**src/rtl/kgp_isa_pkg.sv**
```systemverilog
// KGPminiRISC ISA encodings shared by the decoder, ALU and branch unit.
package kgp_isa_pkg;

  localparam logic [5:0] OP_RTYPE = 6'b000000;
  localparam logic [5:0] OP_ADDI  = 6'b000001;
  localparam logic [5:0] OP_COMPI = 6'b000010;
  localparam logic [5:0] OP_LW    = 6'b000011;
  localparam logic [5:0] OP_SW    = 6'b000100;
  localparam logic [5:0] OP_BREG  = 6'b000101;
  localparam logic [5:0] OP_BLBL  = 6'b000110;

  localparam logic [4:0] FN_FIRST = 5'b00001;
  localparam logic [4:0] FN_SHLL  = 5'b00101;
  localparam logic [4:0] FN_SHRL  = 5'b00110;
  localparam logic [4:0] FN_SHRA  = 5'b01001;
  localparam logic [4:0] FN_LAST  = 5'b01011;

  // Branch sub-ops: BREG uses br/bltz/bz/bnz, BLBL uses b/bl/bcy/bncy
  localparam logic [4:0] FN_BR0 = 5'b00000;
  localparam logic [4:0] FN_BR1 = 5'b00001;
  localparam logic [4:0] FN_BR2 = 5'b00010;
  localparam logic [4:0] FN_BR3 = 5'b00011;

  localparam logic [4:0] ALU_NONE = 5'b00000;
  localparam logic [4:0] ALU_ADD  = 5'b00001;
  localparam logic [4:0] ALU_COMP = 5'b00010;
  localparam logic [4:0] ALU_PASS = 5'b01100;

  localparam logic [1:0] RD_RS  = 2'b00;
  localparam logic [1:0] RD_RT  = 2'b01;
  localparam logic [1:0] RD_R31 = 2'b10;

  localparam logic [1:0] WB_ALU = 2'b00;
  localparam logic [1:0] WB_MEM = 2'b01;
  localparam logic [1:0] WB_PC4 = 2'b10;

  typedef struct packed {
    logic [1:0] regDst;
    logic       regWrite;
    logic       memRead;
    logic       memWrite;
    logic [1:0] memToReg;
    logic       ALUsrc;
    logic [4:0] ALUop;
    logic       ALUsel;
    logic       branch;
    logic       jumpAddr;
    logic       lblSel;
  } ctrl_t;

endpackage

```
**src/rtl/control_decode.sv**
```systemverilog
// Combinational opcode/func to control-bundle decode; unlisted encodings yield NOP.
module control_decode
  import kgp_isa_pkg::*;
(
  input  logic [5:0] i_opcode,
  input  logic [4:0] i_func,
  output ctrl_t      o_ctrl
);

  always_comb begin
    o_ctrl = '0;
    case (i_opcode)
      OP_RTYPE: begin
        if (i_func >= FN_FIRST && i_func <= FN_LAST) begin
          o_ctrl.regWrite = 1'b1;
          o_ctrl.regDst   = RD_RS;
          o_ctrl.memToReg = WB_ALU;
          o_ctrl.ALUop    = i_func;
          o_ctrl.ALUsel   = (i_func == FN_SHLL) || (i_func == FN_SHRL) || (i_func == FN_SHRA);
        end
      end
      OP_ADDI, OP_COMPI: begin
        o_ctrl.regWrite = 1'b1;
        o_ctrl.regDst   = RD_RS;
        o_ctrl.ALUsrc   = 1'b1;
        o_ctrl.ALUop    = (i_opcode == OP_ADDI) ? ALU_ADD : ALU_COMP;
      end
      OP_LW: begin
        o_ctrl.regWrite = 1'b1;
        o_ctrl.regDst   = RD_RT;
        o_ctrl.memRead  = 1'b1;
        o_ctrl.memToReg = WB_MEM;
        o_ctrl.ALUsrc   = 1'b1;
        o_ctrl.ALUop    = ALU_ADD;
      end
      OP_SW: begin
        o_ctrl.memWrite = 1'b1;
        o_ctrl.ALUsrc   = 1'b1;
        o_ctrl.ALUop    = ALU_ADD;
      end
      OP_BREG: begin
        if (i_func == FN_BR0 || i_func == FN_BR1 || i_func == FN_BR2 || i_func == FN_BR3) begin
          o_ctrl.branch   = 1'b1;
          o_ctrl.ALUop    = ALU_PASS;
          o_ctrl.jumpAddr = (i_func == FN_BR0);
        end
      end
      OP_BLBL: begin
        if (i_func == FN_BR0 || i_func == FN_BR1 || i_func == FN_BR2 || i_func == FN_BR3) begin
          o_ctrl.branch   = 1'b1;
          o_ctrl.lblSel   = 1'b1;
          o_ctrl.ALUop    = ALU_NONE;
          o_ctrl.jumpAddr = (i_func == FN_BR0) || (i_func == FN_BR1);
          // bl links: r31 <- PC+4
          if (i_func == FN_BR1) begin
            o_ctrl.regWrite = 1'b1;
            o_ctrl.regDst   = RD_R31;
            o_ctrl.memToReg = WB_PC4;
          end
        end
      end
      default: o_ctrl = '0;
    endcase
  end

endmodule

```
**src/rtl/control_unit.sv**
```systemverilog
// KGPminiRISC main decoder: combinational decode followed by one register stage.
module control_unit
  import kgp_isa_pkg::*;
(
  input  logic       clk,
  input  logic       rst,
  input  logic [5:0] opcode,
  input  logic [4:0] func,
  output logic [1:0] regDst,
  output logic       regWrite,
  output logic       memRead,
  output logic       memWrite,
  output logic [1:0] memToReg,
  output logic       ALUsrc,
  output logic [4:0] ALUop,
  output logic       ALUsel,
  output logic       branch,
  output logic       jumpAddr,
  output logic       lblSel
);

  ctrl_t w_ctrl;
  ctrl_t r_ctrl;

  control_decode u_decode (
    .i_opcode (opcode),
    .i_func   (func),
    .o_ctrl   (w_ctrl)
  );

  always_ff @(posedge clk) begin
    if (rst) r_ctrl <= '0;
    else     r_ctrl <= w_ctrl;
  end

  assign regDst   = r_ctrl.regDst;
  assign regWrite = r_ctrl.regWrite;
  assign memRead  = r_ctrl.memRead;
  assign memWrite = r_ctrl.memWrite;
  assign memToReg = r_ctrl.memToReg;
  assign ALUsrc   = r_ctrl.ALUsrc;
  assign ALUop    = r_ctrl.ALUop;
  assign ALUsel   = r_ctrl.ALUsel;
  assign branch   = r_ctrl.branch;
  assign jumpAddr = r_ctrl.jumpAddr;
  assign lblSel   = r_ctrl.lblSel;

endmodule

```
**config.mk**
```make
export PLATFORM = sky130hd
export DESIGN_NAME = control_unit
export DESIGN_NICKNAME = d
export VERILOG_FILES = /design/src/rtl/kgp_isa_pkg.sv /design/src/rtl/control_decode.sv /design/src/rtl/control_unit.sv
export SDC_FILE = /design/constraint.sdc
export NUM_CORES = 1
export LEC_CHECK = 0
export CORE_ASPECT_RATIO = 1.1
export CORE_MARGIN = 5
export CORE_UTILIZATION = 45
export CTS_CLUSTER_SIZE = 16
export DETAILED_ROUTE_END_ITERATION = 8
export DONT_BUFFER_PORTS = 1
export GPL_ROUTABILITY_DRIVEN = 0
export GPL_TIMING_DRIVEN = 0
export PLACE_DENSITY = 0.7
export SYNTH_ARGS = -nofsm -noshare
export SYNTH_HDL_FRONTEND = slang
export SYNTH_SLANG_ARGS = --single-unit
export TNS_END_PERCENT = 10
```
**constraint.sdc**
```tcl
create_clock -name clk -period 1 [get_ports clk]
set_input_delay 0.1 -clock clk [delete_from_list [all_inputs] [get_ports clk]]
set_output_delay 0.1 -clock clk [all_outputs]
set_load 0.1 [all_outputs]
```
==> run summary <==
RSZ-0062 raised after global routing - no
final slew viol count - 0
Total Routed Length - 1330 um
Worst-path clk slew - 90 ps
first-pass GRT wire length - 2180 um
Detail Route Antenna Nets - 0
Detailed Place HPWL - 921 um
Diodes inserted - 0
most frequent cells in the layout - dfxtp_4, nor2_1, dlygate4sd3_1, a21oi_1
DR vias/cell - 5.50
clock sinks - 17
clock buffer count from CTS - 3
core area - 1380 um^2
failing checks - negative hold slack
syn_area_per_cell - 10.4 um^2
Setup crit start kind - register
initial antenna violation count - 0
Die W - 46.4 um
DR vias - 506
clock tree buffer depth - 2
Max VDD drop - 0.845 mV
P per Cell Area - 1310 nW/um^2
Net Count, Synth - 76
mapped cell area - 657 um^2
Post-Layout Cell Count - 92
Mapped Cells - 63
sw frac - 24.2%
Pleak - 0.288 nW
Final Hold Vio Count - 1
layout cells sized above 1 - 38.2%
Initial DRC Count - 10
NumNets Final - 90
all-layer global routing usage - 13.5%
vias in the first global route - 508
die height - 50.1 um
WP data required - 900 ps
worst hold endpoint - ALUop[1]$_SDFF_PP0_
Synth-to-Final Area Change - 29.7%
htree depth - 1
Synth Warn # - 0
Pint - 846 uW
CTS tree - built
hold depth - 3
Initial Utilization - 47.5%
PortBufs - 0
register area share after synthesis - 51.8%
Max Cap Violations - 0
grt total ovfl - 0
crit path DAT - 820 ps
DIE AREA - 2320 um^2
DP Cell Count - 79
FILL cells - 113
DRC viols - 0
WHS - -9.76 ps
IO Count - 30
critical path endpoint category - primary output
P_sw - 270 uW
Combinational Power Share - 7.7%
post-layout min period - 923 ps
Pre-antenna DRT Iters - 2
Worst Path Max Fanout - 1
most common cell after layout, fill and taps aside - dfxtp_4
Core Rows - 14
CTS Root Cell - clkbuf_4
endpoints failing setup - 0
Netlist cell types - 27
#FFs+latches synth - 17
status - complete, but fails checks
sequential share of power - 61.3%
Period Utilization, post-route - 92.3%
largest net degree at the start of global routing - 10
fin util - 61.6%
clock share of power - 31.0%
TNS Setup - 0 ps
HP Start - opcode[1]
HP Class - primary input to register
WL per Instance - 14.5 um
Max Fclk - 1.08 GHz
crit path kind - register to primary output
final cells by class:
type,count,area [um^2],area share (%)
sequential,17,404,47.4
multi-input combinational,45,312,36.6
timing repair buffer,9,85.1,9.99
clock buffer,4,26.3,3.08
tap,16,20.0,2.35
buffer,1,5.00,0.587
per-stage QoR:
stage / hold WS (ps) / setup slack (ps) / area [um^2] / total power, mW
after floorplan: 177 / -8.98 / 658 / 0.796
after global placement: 180 / -77.0 / 678 / 0.803
after detailed placement: 183 / -104 / 678 / 0.803
after CTS: -8.82 / 9.42 / 837 / 1.13
after global routing: 1.64 / 41.0 / 852 / 1.17
final: -9.76 / 77.2 / 852 / 1.12
cell families after synthesis:
| family | synth area share [%] |
|---|---|
| DFF | 51.8 |
| and+or+nand+nor | 29.9 |
| xor gates and xnor gates | 2.67 |
| buffers and inverters | 0.761 |
| other | 0.571 |
| AOI/OAI and AO/OA | 14.3 |
routing by layer:
| metal | part of all wire, % | GRT usage [%] |
|---|---|---|
| met3 | 8.8 | 4.36 |
| met4 | 3.2 | 11.4 |
| met2 | 51 | 20.4 |
| met5 | 0 | 0 |
| met1 | 37 | 14.3 |
worst max-delay path by stage:
stage / start / to / slack (ps) / cells after the start
2_1_floorplan: ALUop[1]$_SDFF_PP0_ / ALUop[1] / -9 / 0
3_3_place_gp: opcode[2] / regWrite$_SDFF_PP0_ / -80 / 4
3_5_place_dp: opcode[2] / regWrite$_SDFF_PP0_ / -100 / 4
4_1_cts: opcode[3] / ALUsrc$_SDFF_PP0_ / 9 / 3
5_1_grt: memToReg[1]$_SDFF_PP0_ / memToReg[1] / 40 / 0
6_report: memToReg[1]$_SDFF_PP0_ / memToReg[1] / 80 / 0
registers in the layout, summed over array words and instances, names as in the netlist:
register  cells
jumpAddr      1
memToReg      2
memWrite      1
ALUsel        1
memRead       1
branch        1
ALUop         5
lblSel        1
regDst        2
ALUsrc        1
regWrite      1
power by group through the flow:
stage | sequential [mW] | combinational (mW) | clock [mW]
floorplan | 0.741 | 0.0549 | 0
global placement | 0.742 | 0.0607 | 0
detailed placement | 0.742 | 0.0613 | 0
global route | 0.686 | 0.0956 | 0.391
finish | 0.684 | 0.0863 | 0.346
CTS | 0.685 | 0.0830 | 0.358
what timing repair did:
action                                 in CTS  in global routing
setup endpoints to repair                  17                  1
setup buffers                               0                  2
endpoints found under the hold margin      10                  0
pin swaps                                   0                  1
hold buffers                                7                  0
resized for setup                          33                  0
cells in the mapped netlist:
cell type	instances	area, um^2
a21boi_1	1	7.51
nor4_4	1	21.3
nand4bb_1	1	11.3
nor4b_2	1	15.0
and3b_1	1	8.76
nand2b_1	3	18.8
nor4_1	1	6.26
nand3_1	2	10.0
nor2_1	7	26.3
or4_1	1	7.51
and3_1	1	6.26
o21a_1	1	7.51
dfxtp_1	17	340
a21oi_1	6	30.0
and2_1	1	6.26
xor2_1	1	8.76
nand2b_2	1	8.76
nand4b_1	1	8.76
nor3_1	4	20.0
o21ai_1	1	5.00
a2111oi_4	1	27.5
nand2_2	1	6.26
xnor2_1	1	8.76
buf_2	1	5.00
nand2_1	4	15.0
o32ai_2	1	16.3
conb_1	1	3.75
Note: power is estimated with default switching activity, not from simulation.
